## src/rtl/branch_resolver.sv

```systemverilog
// Branch resolution table on the ROB side. It records the predicted direction at issue and the
// resolved direction and next PC, retires the head branch, and raises a one-cycle flush on a mispredict.
module branch_resolver #(
   parameter int ROB_IDX_W = 4
) (
   input  logic                 clk_in,
   input  logic                 rst_in,
   input  logic                 alloc_valid,
   input  logic [ROB_IDX_W-1:0] alloc_rob_id,
   input  logic                 alloc_pred_taken,
   input  logic [ROB_IDX_W-1:0] bcu_rob_id,
   input  logic                 bcu_taken,
   input  logic [31:0]          bcu_value,
   input  logic                 commit_valid,
   input  logic [ROB_IDX_W-1:0] commit_rob_id,
   output logic                 commit_done,
   output logic                 flush_output,
   output logic [31:0]          redirect_pc,
   output logic [ROB_IDX_W:0]   busy_count
);

   localparam int                N        = 1 << ROB_IDX_W;
   localparam logic [ROB_IDX_W:0] MAX_BUSY = (ROB_IDX_W+1)'(N - 1);

   typedef enum logic {IDLE, FLUSH} state_t;

   state_t         r_state;
   logic [N-1:0]   r_pending;
   logic [N-1:0]   r_resolved;
   logic [N-1:0]   r_pred;
   logic [N-1:0]   r_taken;
   logic [31:0]    r_target [N];

   logic w_alloc, w_bcu_hit, w_bcu_wr, w_retire, w_mispred, w_fresh;

   // Decisions use only stored state, so a result never forwards into a same-cycle commit.
   always_comb begin
      w_alloc   = alloc_valid && (alloc_rob_id != '0);
      w_bcu_hit = (bcu_rob_id != '0) && r_pending[bcu_rob_id];
      w_retire  = commit_valid && (commit_rob_id != '0) &&
                  r_pending[commit_rob_id] && r_resolved[commit_rob_id];
      w_mispred = w_retire && (r_taken[commit_rob_id] != r_pred[commit_rob_id]);
      // An id retired this cycle and re-allocated at the same edge counts as a fresh allocation.
      w_fresh   = w_alloc && (!r_pending[alloc_rob_id] ||
                              (w_retire && (alloc_rob_id == commit_rob_id)));
      w_bcu_wr  = w_bcu_hit &&
                  !(w_alloc && (alloc_rob_id == bcu_rob_id)) &&
                  !(w_retire && (commit_rob_id == bcu_rob_id));
   end

   always_ff @(posedge clk_in or posedge rst_in) begin
      if (rst_in) begin
         r_state      <= IDLE;
         r_pending    <= '0;
         r_resolved   <= '0;
         commit_done  <= 1'b0;
         flush_output <= 1'b0;
         redirect_pc  <= '0;
         busy_count   <= '0;
      end else begin
         case (r_state)
            IDLE: begin
               commit_done  <= w_retire;
               flush_output <= w_mispred;
               redirect_pc  <= w_mispred ? r_target[commit_rob_id] : 32'd0;
               r_state      <= w_mispred ? FLUSH : IDLE;

               // Later writes win: allocation overrides a result or retire on the same id.
               if (w_retire) begin
                  r_pending[commit_rob_id]  <= 1'b0;
                  r_resolved[commit_rob_id] <= 1'b0;
               end
               if (w_bcu_wr)
                  r_resolved[bcu_rob_id] <= 1'b1;
               if (w_alloc) begin
                  r_pending[alloc_rob_id]  <= 1'b1;
                  r_resolved[alloc_rob_id] <= 1'b0;
               end

               if (w_fresh && !w_retire && (busy_count != MAX_BUSY))
                  busy_count <= busy_count + 1'b1;
               else if (w_retire && !w_fresh && (busy_count != '0))
                  busy_count <= busy_count - 1'b1;
            end
            FLUSH: begin
               r_pending    <= '0;
               r_resolved   <= '0;
               commit_done  <= 1'b0;
               flush_output <= 1'b0;
               redirect_pc  <= '0;
               busy_count   <= '0;
               r_state      <= IDLE;
            end
            default: r_state <= IDLE;
         endcase
      end
   end

   // Payload fields are qualified by the pending/resolved bits and need no reset.
   always_ff @(posedge clk_in) begin
      if (r_state == IDLE) begin
         if (w_bcu_wr) begin
            r_taken[bcu_rob_id]  <= bcu_taken;
            r_target[bcu_rob_id] <= bcu_value;
         end
         if (w_alloc)
            r_pred[alloc_rob_id] <= alloc_pred_taken;
      end
   end

endmodule
```

## config.mk

```make
export PLATFORM = sky130hd
export DESIGN_NAME = branch_resolver
export DESIGN_NICKNAME = d
export VERILOG_FILES = /design/src/rtl/branch_resolver.sv
export SDC_FILE = /design/constraint.sdc
export NUM_CORES = 1
export LEC_CHECK = 0
export ABC_AREA = 1
export CAP_MARGIN = 10
export CORE_MARGIN = 4
export CORE_UTILIZATION = 63
export DETAILED_ROUTE_END_ITERATION = 6
export DONT_BUFFER_PORTS = 1
export PLACE_DENSITY = 0.79
export SYNTH_ARGS = -nofsm -noshare
export SYNTH_HDL_FRONTEND = slang
export SYNTH_SLANG_ARGS = --single-unit
```

## constraint.sdc

```tcl
create_clock -name clk_in -period 3.8 [get_ports clk_in]
set_input_delay 0.19 -clock clk_in [delete_from_list [all_inputs] [get_ports clk_in]]
set_output_delay 0.19 -clock clk_in [all_outputs]
set_load 0.02 [all_outputs]
```

==> key figures <==
Cells and area
  • Layout area overhead: 13.95%
  • Fill count: approximately 2.4k
  • Final #Nets: 1878
  • Most frequent cells in the layout: edfxtp_1, nand2_1, nor2_1
  • Finished Cell Area: ~27000 µm²
  • Layout cells sized above 1: 0.1132
  • Commonest non-fill, non-tap cell in the layout: edfxtp_1

Global route
  • Largest net degree at the start of global routing: 150
  • Vias in the first global route: between 15k and 20k
  • First-pass GRT wire length: 93860 µm
  • Gr usage total: 0.2987
  • Initial antenna violation count: 2
  • Total grt overflow: 0

Pwr
  • PnR Total Power: roughly 0.015 W
  • Leak: roughly 9.6 nW
  • PwrDens: approximately 560 nW/µm²
  • Maximum VDD drop: about 0.43 mV

Floorplanning
  • Initial Utilization: 0.6391
  • DIE AREA: between 40000 and 50000 µm²
  • Die X: ~200 µm
  • Core area: 37670 µm²
  • FP Rows: 71
  • Top Ports: 89
  • Die Height: ~200 µm

Synth
  • Seq/Total Area, Yosys: 0.7514
  • Number of synthesis warnings: 0
  • Number of enable flip-flop cells after synthesis: 544
  • #FFs+latches synth: 614
  • Area share of the largest cell type after synthesis: 0.6786
  • Cells after synthesis: between 1.5k and 2k
  • Main synth FF type: edfxtp_1
  • Distinct cells, synth: 38
  • Synth area leader: edfxtp_1
  • Synth top area cells: edfxtp_1, dfrtp_1, nor3_1, o22ai_1, o31ai_1
  • Netlist Area Pre-Place: between 20000 and 25000 µm²
  • Asr flop ratio synth: 0.1140
  • Avg Inst Size Synth: ~14 µm²

Routing
  • Wire per inst: 26.17 µm
  • Final wirelength: between 60000 and 70000 µm
  • Drc violations: 0
  • Pre-antenna DRT Iters: 6
  • Via count: ~16k
  • DRT iter0 DRCs: about 2.3k
  • Drt via density: around 6.6
  • Final ANT Viol Nets: 0

Clocking
  • TritonCTS Buffers: 57
  • Clock Latency Late Sink: roughly 0.6 ns
  • Clock Tree Buf Depth: 3
  • Post-CTS Resized: 0
  • CTS Sinks: around 610
  • Postcts setup bufs: 0
  • Root Buffer: clkbuf_16
  • Worst-path clk slew: approximately 0.07 ns
  • CTS tree: yes
  • H-Tree Depth: 2

STA
  • Worst slew pin tran: roughly 1.2 ns
  • Slew HR: 0.1847
  • RSZ-0062 raised after global routing: no
  • Hold Vio Cnt, Final: 0
  • Tmin final: 3.111 ns
  • Fmax: roughly 320 MHz
  • Slew Limit Fails: 0
  • Final period util: 0.8187
  • Setup TNS: 0 ns
  • Final setup viols: 0
  • Hold Slack: just under 0.05 ns
  • Fin Clk Skew: roughly 0.022 ns

Setup path
  • Worst Path Buf+Inv: 5
  • CP dominant cell by count: nand2_1
  • Slowest-stage cell, CP: dlygate4sd3_1
  • CP Launch Type: primary input
  • R2R setup slack: approximately 0.75 ns
  • Critical Path RT: roughly 4.4 ns
  • Critical-path maximum fanout: 13
  • Arr. time, crit path: 3.66 ns
  • Cell family with most CP delay: buffers and inverters
  • WS Path Type: primary input to register
  • CP Capture Type: register
  • CP Cell Sequence: dlygate4sd3_1, inv_1, nor2_2, a22oi_1, nand2_1, nand2_1, nand2_1, nor2_1, a21oi_1, nand2_1, inv_2, nand3_1, dlygate4sd3_1, a21oi_1, dlygate4sd3_1
  • CP peak stage delay: roughly 0.65 ns

Placement
  • Gpl congestion: roughly 0.98
  • Placed cell areas: 24950 µm²
  • # port buffers: 0
  • Post-DP HPWL: 33150 µm

Status
  • Status: completed

Flow run
  • Max-capacitance violation count: 0

Worst hold path
  • Min-delay worst type: primary input to register
[tightest hold or removal path, delay by kind of cell]
kind | cells | cell delay [ns]
and+or+nand+nor | 2 | 0.31
AOI/OAI and AO/OA | 1 | 0.08
buffers and inverters | 1 | 0.03
[kinds of logic (layout without fill, tap and decap cells)]
kind of cell               count (synthesis)  in the layout  synth area share
and+or+nand+nor                          619            619            0.1167
DFF                                      614            614            0.7514
AOI/OAI and AO/OA                        336            336           0.09756
buffers and inverters                    158            253           0.02698
xor gates and xnor gates                  11             11          0.004315
adders and majority gates                  5              5          0.002911
other                                      1             35         0.0001558
[per-layer routing]
metal  wire length [µm]  track usage  vias up
met1              23440       0.4075     7745
met5                 13            0        -
met2              29960       0.4732     1060
li1                   -            -     6767
met4               2226       0.1144        2
met3               6746      0.07601      172
[flip-flops by register name, summed over array words and instances (netlist names)]
register and flops:
busy_count 5, commit_done 1, flush_output 1, r_pending 16, r_pred 16, r_resolved 15
r_taken 16, r_target 512, redirect_pc 32
[power by group]
part           switching (W)  internal (W)  total [W]
registers           0.000313       0.00770    0.00801
clock network        0.00242       0.00350    0.00593
logic               0.000961      0.000531    0.00149
[through the flow]
stage          instances  setup slack [ns]    util
4_1_cts             2383            0.8494  0.7282
6_report            2384            0.6888  0.7282
3_5_place_dp        2223            0.7109  0.6623
5_1_grt             2384            0.5362  0.7282
3_3_place_gp        2223            0.7471  0.6623
2_1_floorplan       1777            0.5756       -
[Yosys cell counts, types with 25 or more instances]
master,number
edfxtp_1,544
nand2_1,189
nor2_1,188
nor3_1,169
o22ai_1,128
o31ai_1,96
dfrtp_1,70
clkbuf_1,59
inv_1,44
a22oi_1,32
o2111ai_1,32
nor3_2,29
buf_2,27
nand3_1,25
[timing repair]
item / in CTS / in global routing
endpoints found under the setup margin: 0 / 0
hold endpoints to repair: 610 / 0
hold buffers: 52 / 0
[cell type report]
class / count / area [µm²] / area share
Clock inverter: 37 / 410.4 / 0.01496
Multi-Input combinational cell: 1005 / 5623 / 0.2050
Clock buffer: 71 / 1551 / 0.05656
Sequential cell: 614 / 18090 / 0.6594
Tap cell: 511 / 639.4 / 0.02331
Inverter: 52 / 198.9 / 0.007253
Timing Repair Buffer: 93 / 915.9 / 0.03339
Antenna cell: 1 / 2.502 / 0.00009123
[worst paths after layout]
| check | start | to | depth (start not counted) |
|---|---|---|---|
| setup reg to reg | r_pending[6]$_DFF_PP0_ | r_resolved[2]$_DFF_PP0_ | 17 |
| setup / recovery | bcu_rob_id[1] | r_resolved[2]$_DFF_PP0_ | 15 |
| max in group asynchronous | rst_in | redirect_pc[23]$_DFF_PP0_ | 3 |
| hold / removal | bcu_rob_id[3] | r_resolved[10]$_DFF_PP0_ | 4 |
| hold reg to reg | r_resolved[5]$_DFF_PP0_ | r_resolved[5]$_DFF_PP0_ | 2 |
| min in group asynchronous | rst_in | r_resolved[1]$_DFF_PP0_ | 2 |
No activity file was read; power rests on OpenSTA's default activity.
